**src/rtl/pile_arbitre.sv**
```systemverilog
// pile_arbitre: round-robin arbiter granting players A and B plus/moins commands on a shared brick stack.
// Define PILE_ARBITRE_CHECK_EN to add the sticky height-consistency checker and its err output.
module pile_arbitre #(
   parameter int unsigned HAUTEUR_MAX = 7
) (
   input  logic       clk,
   input  logic       reset,
   input  logic       req_a,
   input  logic       req_b,
   input  logic       op_a,
   input  logic       op_b,
   input  logic [2:0] Hauteur,
   output logic       plus,
   output logic       moins,
   output logic       ack_a,
   output logic       ack_b,
   output logic       nack_a,
   output logic       nack_b,
   output logic       busy
`ifdef PILE_ARBITRE_CHECK_EN
   ,
   output logic       err
`endif
);

   localparam logic [2:0] HMAX = 3'(HAUTEUR_MAX);

   typedef enum logic [1:0] {IDLE, ISSUE, SETTLE, DONE} etat_t;

   etat_t etat, etat_suiv;
   logic  pointeur, pointeur_suiv;
   logic  gagnant, gagnant_suiv;
   logic  sel_b, op_sel, refus;
   logic  plus_suiv, moins_suiv, busy_suiv;
   logic  ack_a_suiv, ack_b_suiv, nack_a_suiv, nack_b_suiv;

   always_comb begin
      etat_suiv     = etat;
      pointeur_suiv = pointeur;
      gagnant_suiv  = gagnant;
      plus_suiv     = 1'b0;
      moins_suiv    = 1'b0;
      ack_a_suiv    = 1'b0;
      ack_b_suiv    = 1'b0;
      nack_a_suiv   = 1'b0;
      nack_b_suiv   = 1'b0;
      // B wins when it requests alone or when both request and the pointer favours B
      sel_b  = req_b & (~req_a | pointeur);
      op_sel = sel_b ? op_b : op_a;
      refus  = op_sel ? (Hauteur >= HMAX) : (Hauteur == 3'd0);
      case (etat)
         IDLE: begin
            if (req_a | req_b) begin
               gagnant_suiv  = sel_b;
               pointeur_suiv = ~sel_b;
               if (refus) begin
                  etat_suiv   = DONE;
                  nack_a_suiv = ~sel_b;
                  nack_b_suiv = sel_b;
               end else begin
                  etat_suiv  = ISSUE;
                  plus_suiv  = op_sel;
                  moins_suiv = ~op_sel;
               end
            end
         end
         ISSUE:  etat_suiv = SETTLE;
         SETTLE: begin
            etat_suiv  = DONE;
            ack_a_suiv = ~gagnant;
            ack_b_suiv = gagnant;
         end
         DONE:    etat_suiv = IDLE;
         default: etat_suiv = IDLE;
      endcase
      busy_suiv = (etat_suiv != IDLE);
   end

   always_ff @(posedge clk or posedge reset) begin
      if (reset) begin
         etat     <= IDLE;
         pointeur <= 1'b0;
         gagnant  <= 1'b0;
         plus     <= 1'b0;
         moins    <= 1'b0;
         ack_a    <= 1'b0;
         ack_b    <= 1'b0;
         nack_a   <= 1'b0;
         nack_b   <= 1'b0;
         busy     <= 1'b0;
      end else begin
         etat     <= etat_suiv;
         pointeur <= pointeur_suiv;
         gagnant  <= gagnant_suiv;
         plus     <= plus_suiv;
         moins    <= moins_suiv;
         ack_a    <= ack_a_suiv;
         ack_b    <= ack_b_suiv;
         nack_a   <= nack_a_suiv;
         nack_b   <= nack_b_suiv;
         busy     <= busy_suiv;
      end
   end

`ifdef PILE_ARBITRE_CHECK_EN
   logic [2:0] attendu;

   // plus is high exactly during ISSUE of an add, so it selects the expected direction
   always_ff @(posedge clk or posedge reset) begin
      if (reset) begin
         attendu <= '0;
         err     <= 1'b0;
      end else begin
         if (etat == ISSUE)
            attendu <= plus ? (Hauteur + 3'd1) : (Hauteur - 3'd1);
         if ((etat == SETTLE) && (Hauteur != attendu))
            err <= 1'b1;
      end
   end
`endif

endmodule

```
**config.mk**
```make
export PLATFORM = sky130hd
export DESIGN_NAME = pile_arbitre
export DESIGN_NICKNAME = d
export VERILOG_FILES = /design/src/rtl/pile_arbitre.sv
export SDC_FILE = /design/constraint.sdc
export NUM_CORES = 1
export LEC_CHECK = 0
export CORE_AREA = 2 2 39 41
export DETAILED_ROUTE_END_ITERATION = 6
export DIE_AREA = 0 0 41 43
export PLACE_DENSITY = 0.66
export SLEW_MARGIN = 5
export SYNTH_ARGS = -nofsm -noshare
export SYNTH_HDL_FRONTEND = slang
export SYNTH_SLANG_ARGS = --single-unit
```
**constraint.sdc**
```tcl
create_clock -name clk -period 1.5 [get_ports clk]
set_input_delay 0.3 -clock clk [delete_from_list [all_inputs] [get_ports clk]]
set_output_delay 0.3 -clock clk [all_outputs]
set_load 0.02 [all_outputs]
```
# [After elaboration in Yosys (flattened, before gate mapping)]
# Cells that the tools add are included.
[totals] register_bits=11 elab_cells=44 output_inout_bits=7 in_bits=9
[op_classes] n_eq_ne=3 order_cmp=1 n_mux=19 reduce_logical=4 n_bitwise=7
[op_table] cell="1-bit 2-to-1 mux" count=16
[op_table] cell="2-bit case mux with 4 select lines" count=1
[op_table] cell="2-bit equality test, second input constant" count=2
[op_table] cell="2-bit 2-to-1 mux" count=2
[op_table] cell="1-bit NOT" count=4
[op_table] cell="3-bit >= comparator, second input constant" count=1
[op_table] cell="3-bit logical NOT" count=1
[op_table] cell="2-bit by 1-bit equality test with 1-bit output, second input constant" count=1
[op_table] cell="2-bit logical NOT" count=1
[op_table] cell="1-bit bitwise OR" count=2
[op_table] cell="2-bit AND reduction" count=1
[op_table] cell="2-bit nonzero test" count=1
[op_table] cell="1-bit bitwise AND" count=1

# [Depth between registers and ports, before layout]
# Gate-level depths: netlist of run 1.
[logic_depth] ltp_word=9 depth_mapped=5 ltp_nobuf=5

# [Least setup slack after synthesis of run 1]
# No wires, ideal clock.
[synth_timing] path_kind="register to register" from="reg pointeur" to="reg etat[1]" synth_period_minus_slack_ns=1.363 required_ns=1.372 arrival_time_ns=1.235 path_stages_with_launch=6 path_buffers=0 setup_ns=0.128 slack_ns=0.137 cell_sequence="dfrtp_1 > nand2b_2 > nand2_2 > mux2i_2 > mux2i_1 > o21ai_1"
[synth_via] elab_chain_len=7
[synth_rtl] item="from (decl)" line_no="31" rtl="logic pointeur, pointeur_suiv;"
[synth_rtl] item="from (signal assigned)" line_no="93" rtl="pointeur <= pointeur_suiv;"
[synth_rtl] item="1-bit bitwise OR" line_no="48" rtl="sel_b = req_b & (~req_a | pointeur);"
[synth_rtl] item="1-bit bitwise AND" line_no="48"
[synth_rtl] item="1-bit 2-to-1 mux" line_no="49" rtl="op_sel = sel_b ? op_b : op_a;"
[synth_rtl] item="1-bit 2-to-1 mux" line_no="50" rtl="refus = op_sel ? (Hauteur >= HMAX) : (Hauteur == 3'd0);"
[synth_rtl] item="2-bit 2-to-1 mux" line_no="56" rtl="if (refus) begin"
[synth_rtl] item="2-bit 2-to-1 mux" line_no="53" rtl="if (req_a | req_b) begin"
[synth_rtl] item="2-bit case mux with 4 select lines" line_no="51" rtl="case (etat)"
[synth_rtl] item="named net etat_suiv[1]" line_no="30" rtl="etat_t etat, etat_suiv;"
[synth_rtl] item="to (signal assigned)" line_no="92" rtl="etat <= etat_suiv;"
[synth_rtl] item="to (decl)" line_no="30"
# The timed path passes the listed nets, and every way through them passes these cells.
# A chain may end at the register's enable or synchronous reset.

# [Worst setup path in the final report of run 1]
[layout_timing] from="in req_a" to="reg nack_a"
[layout_via] elab_chain_len=8 word_cells_on_any_way=10 cone_classes="mux (5); bitwise (5)"
[layout_rtl] item="from (decl)" line_no="8" rtl="input logic req_a,"
[layout_rtl] item="1-bit NOT" line_no="48"
[layout_rtl] item="1-bit bitwise OR" line_no="48"
[layout_rtl] item="1-bit bitwise AND" line_no="48"
[layout_rtl] item="1-bit 2-to-1 mux" line_no="49"
[layout_rtl] item="1-bit 2-to-1 mux" line_no="50"
[layout_rtl] item="1-bit 2-to-1 mux" line_no="56"
[layout_rtl] item="1-bit 2-to-1 mux (*)" line_no="53"
[layout_rtl] item="1-bit 2-to-1 mux (*)" line_no="51"
[layout_rtl] item="named net nack_a_suiv" line_no="35" rtl="logic ack_a_suiv, ack_b_suiv, nack_a_suiv, nack_b_suiv;"
[layout_rtl] item="to (signal assigned)" line_no="99" rtl="nack_a <= nack_a_suiv;"
[layout_rtl] item="to (decl)" line_no="17" rtl="output logic nack_a,"
# Mark *: on every way through the listed nets, which the timed path passes. The rest lies on a longest branch.

==> results of run 1 <==
==> where the power goes <==
part           switching [W]  internal, W  total (W)
Clock               0.000103     0.000103   0.000206
Sequential         0.0000462     0.000397   0.000444
Combinational       0.000301     0.000287   0.000587
==> stage by stage <==
stage | total power [W] | util [%] | hold slack [ns] | setup WS [ns]
floorplan | 0.000815 | - | 0.152 | 0.137
global placement | 0.00101 | 50.5 | 0.451 | -0.195
detailed placement | 0.00102 | 50.5 | 0.456 | -0.232
CTS | 0.00122 | 52.4 | 0.341 | 0.00192
global route | 0.00136 | 55.2 | 0.375 | -0.00787
finish | 0.00124 | 55.2 | 0.318 | 0.0415
==> flip-flops by register name, summed over array words and instances (netlist names) <==
register and flops:
gagnant 1, busy 1, etat 2, moins 1, ack_a 1, ack_b 1, nack_b 1, pointeur 1
nack_a 1, plus 1
==> path summary, 6_finish.rpt <==
path,from,to,slack (ns),depth (start not counted)
setup reg to reg,pointeur$_DFFE_PP0P_,nack_a$_DFF_PP0_,0.07,5
min in group clk,gagnant$_DFFE_PP0P_,ack_a$_DFF_PP0_,0.47,1
setup / recovery,req_a,nack_a$_DFF_PP0_,0.04,6
hold reg to reg,gagnant$_DFFE_PP0P_,ack_a$_DFF_PP0_,0.47,1
hold / removal,reset,etat[1]$_DFF_PP0_,0.32,2
max in group asynchronous,reset,pointeur$_DFFE_PP0P_,0.89,2
==> placed cells by master, fill, tap and decap left out, types with 4 or more instances in the layout <==
cell type	instances
dfrtp_1	11
clkdlybuf4s50_1	8
dlymetal6s2s_1	7
buf_4	5
a31oi_1	4
nor3_1	4
nor2_1	4
==> cell families after synthesis <==
family	share of synthesized area, %
AO/OA/AOI/OAI	10.7
adder cells (fa/ha/maj)	7.30
buffers and inverters	5.11
flip-flops	53.5
multiplexers	4.62
AND/OR/NAND/NOR	18.7
==> final cells by class <==
| type | instances | area [um^2] | share of cell area, % |
|---|---|---|---|
| Clock buffer | 4 | 26.3 | 3.44 |
| Inverter | 3 | 11.3 | 1.48 |
| Multi-Input combinational cell | 33 | 225 | 29.5 |
| Sequential cell | 11 | 275 | 36.1 |
| Tap cell | 16 | 20.0 | 2.62 |
| Timing Repair Buffer | 20 | 205 | 26.9 |
==> critical path: stages <==
cell             delay (ns)
clkdlybuf4s50_1        0.51
nand2b_2               0.08
nand2_2                0.09
mux2i_4                0.26
mux2i_2                0.28
nor2_1                 0.08
==> what timing repair did <==
action                                  in CTS  in global routing
resized for setup                            0                  9
buffers inserted                             0                  1
endpoints found under the setup margin       0                 10
==> layer usage <==
layer,vias to the layer above,part of all wire (%),wire [um]
met5,-,0,0
met1,202,44,447
li1,211,-,-
met3,4,7.1,73
met2,18,46,469
met4,0,3.0,31
==> results_dict.tcl, run 1 <==
set metrics [dict create \
    numPortBuffers 15 \
    synth_area_leaders "dfrtp_1, ha_1, a31oi_1" \
    antenna_found_initial 0 \
    cellPowerDensity_mw_per_mm2 1620 \
    p_leak_nw 0.436 \
    core_area_mm2 0.00138 \
    cts-root-buf "clkbuf_4" \
    wirelength_um 1020 \
    chipWidth_um 41 \
    drt_pass1_iterations 4 \
    grt_remaining_overflow 0 \
    rsz0062_at_grt "yes" \
    drc 0 \
    setup_viol 0 \
    netlist_instances 48 \
    syn_nets 60 \
    cts.sinks 11 \
    wl_per_cell_um 11.8 \
    drtIter0Drc 11 \
    hold_viol_final 0 \
    ys_warn_count 0 \
    critPathMaxFanout 3 \
    cts_hold_buf 0 \
    critPathLaunchType "input port" \
    final_nets 84 \
    end_kind "flip-flop" \
    synth_area_um2 514 \
    synth_flop_cell "dfrtp_1" \
    grt_pass1_wl_um 1650 \
    ys_top_cells_by_count "dfrtp_1, a31oi_1, nor2_1, nor3_1" \
    insertion_delay_ns 0.27 \
    rows 14 \
    cts_tree "done" \
    outcome "completed" \
    synth_edf_count 0 \
    syn_avg_cell_area_um2 10.7 \
    area_growth_syn_to_layout_pct 48.4 \
    ys_types 20 \
    synth.most_common_cell "dfrtp_1" \
    cp.arrival_ns 1.61 \
    worst_pin_slew_ns 0.416 \
    dp_hpwl_um 742 \
    fin_crit_ns 1.46 \
    layout-drive-gt1-share_pct 16.9 \
    vias 435 \
    grt_max_degree 12 \
    die_height_um 43 \
    initial_core_util_pct 37.2 \
    ant_nets 0 \
    dp.cells 82 \
    slew_viol_final 0 \
    fmaxAchievable_mhz 686 \
    dieArea_mm2 0.00176 \
    worstPathRequired_ns 1.65 \
    fin_worst_skew_ns 0.00620 \
    vias_per_cell 5.00 \
    synth-seq-cells 11 \
    grt.busiest_layer "met1" \
    placed_area_um2 699 \
    min_period_over_period_pct 97.2 \
    io_pins 16 \
    final_cell_count_no_fill 87 \
    met1_usage_pct 20.3 \
    fillers 126 \
    netlist.area_leader.share_pct 53.5 \
    cts_buffers 3 \
    drv_cap 0 \
    synth_seq_area_share_pct 53.5 \
    relSlewSlack_pct 72.2 \
    groute.layer.met2.usage_pct 18.1 \
    clk_pin_slew_ns 0.07 \
    final.setup.tns_ns 0 \
    grt_pass1_vias 387 \
    min_path_type "in -> async" \
    synth_largest_area_cell "dfrtp_1" \
    antennaDiodeCount 0 \
    ctsLongestPathBuffers 2 \
    routabilityCongestion 0.789 \
    grt_usage_pct 14.5 \
    worst-setup-path-type "in -> reg" \
    async_flop_share_pct 100 \
    vdd.ir_drop.worst_mv 0.856 \
    grt_util_met3_pct 1.57 \
    fin_area_um2 763 \
    cts_max_level 1 \
]
No activity file was read; power rests on OpenSTA's default activity.
==> run 2, diff against run 1 <==
Settings changed: ABC_AREA set to 1, PLACE_DENSITY 0.66 to 0.68.
==> results_dict.tcl, run 2 <==
set metrics [dict create \
    top_layer_used "met4" \
    min_period_over_period_pct 80.4 \
    critPathMaxFanout 4 \
    die_height_um 43 \
    ant_nets 0 \
    postCtsSetupBuffers 0 \
    io_pins 16 \
    antennaDiodeCount 0 \
    vias_per_cell 4.39 \
    synth.most_common_cell "inv_1" \
    numPortBuffers 15 \
    slowest_delay_ns 0.54 \
    end_kind "flip-flop" \
    synth-seq-cells 11 \
    met1_length_um 383 \
    drt_pass1_iterations 3 \
    cellPowerDensity_mw_per_mm2 1570 \
    clk_pin_slew_ns 0.07 \
    netlist_instances 63 \
    ctsResizeCount 0 \
    netlist.area_leader.share_pct 51.5 \
    grt_pass1_wl_um 1350 \
    drv_cap 0 \
    ys_top_cells_by_count "inv_1, dfrtp_1, nor2_1, nand2_1" \
    cts_buffers 3 \
    grt_remaining_overflow 0 \
    met3_length_um 56 \
    cts-root-buf "clkbuf_4" \
    slew_viol_final 0 \
    vias 430 \
    synth_seq_area_share_pct 51.5 \
    synth_edf_count 0 \
    grt_pass1_vias 367 \
    antenna_found_initial 0 \
    rsz0062_at_grt "no" \
    dieArea_mm2 0.00176 \
    grt_max_degree 12 \
    slowest_stage "clkdlybuf4s50_1" \
    cts.sinks 11 \
    setup_viol 0 \
    outcome "completed" \
    setup_slack_ns 0.293 \
    min_path_type "in -> async" \
    final_nets 95 \
    routabilityCongestion 0.823 \
    insertion_delay_ns 0.26 \
    async_flop_share_pct 100 \
    relSlewSlack_pct 73.6 \
    synth_area_um2 534 \
    synth_area_leaders "dfrtp_1, inv_1, nor2_1" \
    worst-setup-path-type "in -> reg" \
    final_common_cell "inv_1" \
    fin_crit_ns 1.21 \
    worst_pin_slew_ns 0.396 \
    final_cell_mix "inv_1, nor2_1, dfrtp_1, nand2_1, clkdlybuf4s50_1" \
    critPathMostFrequentCell "nand2_1" \
    synth_largest_area_cell "dfrtp_1" \
    grt_usage_pct 11.9 \
    dr_wl_met2_um 368 \
    cts_hold_buf 0 \
    critPathLaunchType "input port" \
    rows 14 \
    largest_register_ffs 2 \
    syn_nets 75 \
    cp.arrival_ns 1.36 \
    final.setup.tns_ns 0 \
    ys_warn_count 0 \
    layout-drive-gt1-share_pct 11.0 \
    fmaxAchievable_mhz 829 \
    wirelength_um 849 \
    initial_core_util_pct 38.6 \
    ys_types 11 \
    drc 0 \
    cts_max_level 1 \
    p_leak_nw 0.491 \
    synth_flop_cell "dfrtp_1" \
    path_cells "clkdlybuf4s50_1, nand2_2, nand2_1, nand3_2, nand3_2, nand2_1, nand2_1, nand2_1" \
    area_growth_syn_to_layout_pct 40.0 \
    largest-register "etat" \
    core_area_mm2 0.00138 \
    fin_worst_skew_ns 0.00293 \
    ctsLongestPathBuffers 2 \
    pre_cts_ws_ns 0.0225 \
    chipWidth_um 41 \
    syn_avg_cell_area_um2 8.48 \
    vdd.ir_drop.worst_mv 0.628 \
    dp_hpwl_um 667 \
    hold_viol_final 0 \
    worstPathRequired_ns 1.66 \
    cts_tree "done" \
    drtIter0Drc 2 \
    wl_per_cell_um 8.66 \
]
-- run 2: cell types whose count changed after synthesis, moves of 2 or more --
| cell | previous run | this run |
|---|---|---|
| nand2_1 | 1 | 10 |
| inv_1 | 3 | 16 |
| nand2_2 | 1 | 3 |
| nor2b_1 | 2 | 0 |
| a21oi_1 | 3 | 0 |
| nand3_2 | 0 | 3 |
| a31oi_1 | 4 | 1 |
| nor2_1 | 4 | 11 |
| nor3_1 | 4 | 0 |
-- run 2: through the flow --
step	hold WS (ns)	utilization [%]	cell area, um^2	power (W)	std cells
after floorplan	0.152	-	534	0.000814	63
after global placement	0.452	50.9	704	0.000990	94
after detailed placement	0.460	50.9	704	0.000998	94
after CTS	0.318	52.8	731	0.00120	98
after global routing	0.352	54.1	748	0.00129	98
final	0.313	54.1	748	0.00117	98
-- run 2: where the power goes --
| part | internal, W | switching, W | total, W |
|---|---|---|---|
| sequential | 0.000405 | 0.0000399 | 0.000445 |
| clock | 0.000103 | 0.0000917 | 0.000195 |
| combinational | 0.000221 | 0.000313 | 0.000535 |
| total | 0.000729 | 0.000445 | 0.00117 |
-- run 2: final cells by class --
type	count	area, um^2
clock buffer	4	26.3
multi-input combinational	36	199
timing repair buffer	15	168
inverter	16	60.1
tap	16	20.0
fill	137	636
sequential	11	275
-- run 2: final timing paths --
path	slack [ns]	start	endpoint	depth (start not counted)
setup / recovery	0.29	req_b	busy$_DFF_PP0_	8
hold / removal	0.31	reset	gagnant$_DFFE_PP0P_	2
setup reg to reg	0.30	etat[0]$_DFF_PP0_	busy$_DFF_PP0_	6
hold reg to reg	0.47	gagnant$_DFFE_PP0P_	ack_a$_DFF_PP0_	1
max in group asynchronous	0.91	reset	pointeur$_DFFE_PP0P_	2
min in group clk	0.47	gagnant$_DFFE_PP0P_	ack_a$_DFF_PP0_	1
-- run 2: logic make-up (layout without fill, tap and decap cells) --
group,after synthesis,after routing,share of synthesized area (%)
compound gates,3,3,3.51
fa+ha+maj,3,3,7.03
flops,11,11,51.5
buf+inv,16,35,11.2
simple gates,30,30,26.7
-- run 2: per-layer routing --
metal  vias to the layer above  GRT usage [%]
met5                         -              0
met4                         0           14.0
met3                         4           1.57
met2                        14           16.9
met1                       188           13.0
li1                        224              -
-- run 2: critical path: cells and delay by family --
family | cells | cell delay (ns)
buf+inv | 1 | 0.54
simple gates | 7 | 0.53
==> run 3, diff against run 2 <==
Clock period 1.5 ns to 1.2 ns, I/O delays scaled along.
==> results_dict.tcl, run 3 (synthesized netlist as in run 2, its figures left out) <==
set metrics [dict create \
    min_period_over_period_pct 96.6 \
    ant_nets 0 \
    core_area_mm2 0.00138 \
    slew_viol_final 0 \
    reg2reg_depth 7 \
    grt_pass1_wl_um 1440 \
    slowest_stage "dfrtp_1" \
    drt_pass1_iterations 3 \
    critPathLaunchType "flip-flop" \
    hold-worst-slack_ns 0.258 \
    slowest_delay_ns 0.35 \
    routabilityCongestion 0.766 \
    dp_hpwl_um 695 \
    critPathMaxFanout 1 \
    clk_pin_slew_ns 0.06 \
    dieArea_mm2 0.00176 \
    cts-root-buf "clkbuf_4" \
    critical_path_buf_inv_count 1 \
    worstPathRequired_ns 0.96 \
    area_growth_syn_to_layout_pct 43.8 \
    worst_pin_slew_ns 0.382 \
    final_cell_mix "inv_1, dfrtp_1, nand2_1, nor2_1, clkdlybuf4s50_1" \
    vias_per_cell 4.56 \
    drc 0 \
    drv_cap 0 \
    cp.arrival_ns 0.92 \
    chipWidth_um 41 \
    path_cells "dlygate4sd2_1" \
    grt_max_degree 12 \
    vias 456 \
    drtIter0Drc 7 \
    final_nets 97 \
    power_w 0.00152 \
    relSlewSlack_pct 74.5 \
    postCtsSetupBuffers 0 \
    r2r-start "etat[1]$_DFF_PP0_" \
    final_common_cell "inv_1" \
    io_pins 16 \
    largest_register_ffs 2 \
    outcome "completed" \
    cts_buffers 3 \
    fin_worst_skew_ns 0.000633 \
    layout-drive-gt1-share_pct 20.2 \
    crit_family "flip-flops" \
    cts_max_level 1 \
    rows 14 \
    p_leak_nw 0.419 \
    antenna_found_initial 0 \
    antennaDiodeCount 0 \
    hold_viol_final 0 \
    vdd.ir_drop.worst_mv 0.899 \
    min_path_type "in -> async" \
    fin_util_pct 55.5 \
    reg2reg_setup_slack_ns 0.08 \
    rsz0062_at_grt "yes" \
    wl_per_cell_um 8.44 \
    cts_tree "done" \
    initial_core_util_pct 38.6 \
    timing.rr.end "gagnant$_DFFE_PP0P_" \
    grt_remaining_overflow 0 \
    insertion_delay_ns 0.26 \
    grt_pass1_vias 397 \
    grt_usage_pct 12.4 \
    largest-register "etat" \
    fin_crit_ns 1.16 \
    end_kind "output port" \
    cts.sinks 11 \
    wirelength_um 844 \
    cellPowerDensity_mw_per_mm2 1980 \
    die_height_um 43 \
    ctsLongestPathBuffers 2 \
    numPortBuffers 15 \
    worst-setup-path-type "reg -> out" \
    setup_viol 0 \
    fmaxAchievable_mhz 863 \
]
-- run 3: cell count changes in the layout (fill, tap and decap cells not counted), sizes merged --
cell,delta
clkdlybuf4s15,+5
dlygate4sd2,+2
dlymetal6s2s,-5
clkdlybuf4s50,-2
buf,+2
-- run 3: how the worst max path moves through the flow --
stage	startpoint	to	slack, ns	cells after the start
floorplan	etat[0]$_DFF_PP0_	busy$_DFF_PP0_	0.11	6
finish	busy$_DFF_PP0_	busy	0.04	1
CTS	etat[0]$_DFF_PP0_	busy$_DFF_PP0_	0.0005	6
detailed placement	req_b	busy$_DFF_PP0_	-0.20	8
global placement	req_a	busy$_DFF_PP0_	-0.19	8
global route	etat[0]$_DFF_PP0_	busy$_DFF_PP0_	-0.01	6
-- run 3: power by group --
| part | internal [W] | total, W | leakage [nW] | switching [W] |
|---|---|---|---|---|
| Combinational | 0.000302 | 0.000722 | 0.264 | 0.000420 |
| Clock | 0.000128 | 0.000237 | 0.0150 | 0.000108 |
| Sequential | 0.000507 | 0.000564 | 0.140 | 0.0000575 |
-- run 3: layout make-up --
class                   count  area, um^2
fillers                   143         616
flip-flops and latches     11         275
well taps                  16        20.0
multi-input cells          36         219
repair buffers             17         168
clock buffers               4        26.3
inverters                  16        60.1
-- run 3: stage by stage --
stage / setup WS (ns) / setup TNS, ns / instance area, um^2 / cells
5_1_grt: -0.0141 / -0.0167 / 768 / 100
2_1_floorplan: 0.112 / 0 / 534 / 63
3_3_place_gp: -0.191 / -1.06 / 719 / 96
3_5_place_dp: -0.200 / -1.10 / 719 / 96
6_report: 0.0412 / 0 / 768 / 100
4_1_cts: 0.000532 / 0 / 739 / 100
-- run 3: what timing repair did --
item,in CTS,in global routing
gates cloned,0,0
setup endpoints to repair,8,12
hold endpoints to repair,0,0
hold buffers,0,0
gates resized for setup,8,14
-- run 3: metal layers --
| metal | share of wire, % | vias up | GRT usage (%) |
|---|---|---|---|
| li1 | - | 229 | - |
| met1 | 39 | 213 | 13.7 |
| met2 | 53 | 12 | 18.8 |
| met3 | 5.1 | 2 | 1.57 |
| met4 | 2.3 | 0 | 12.0 |
| met5 | 0 | - | 0 |
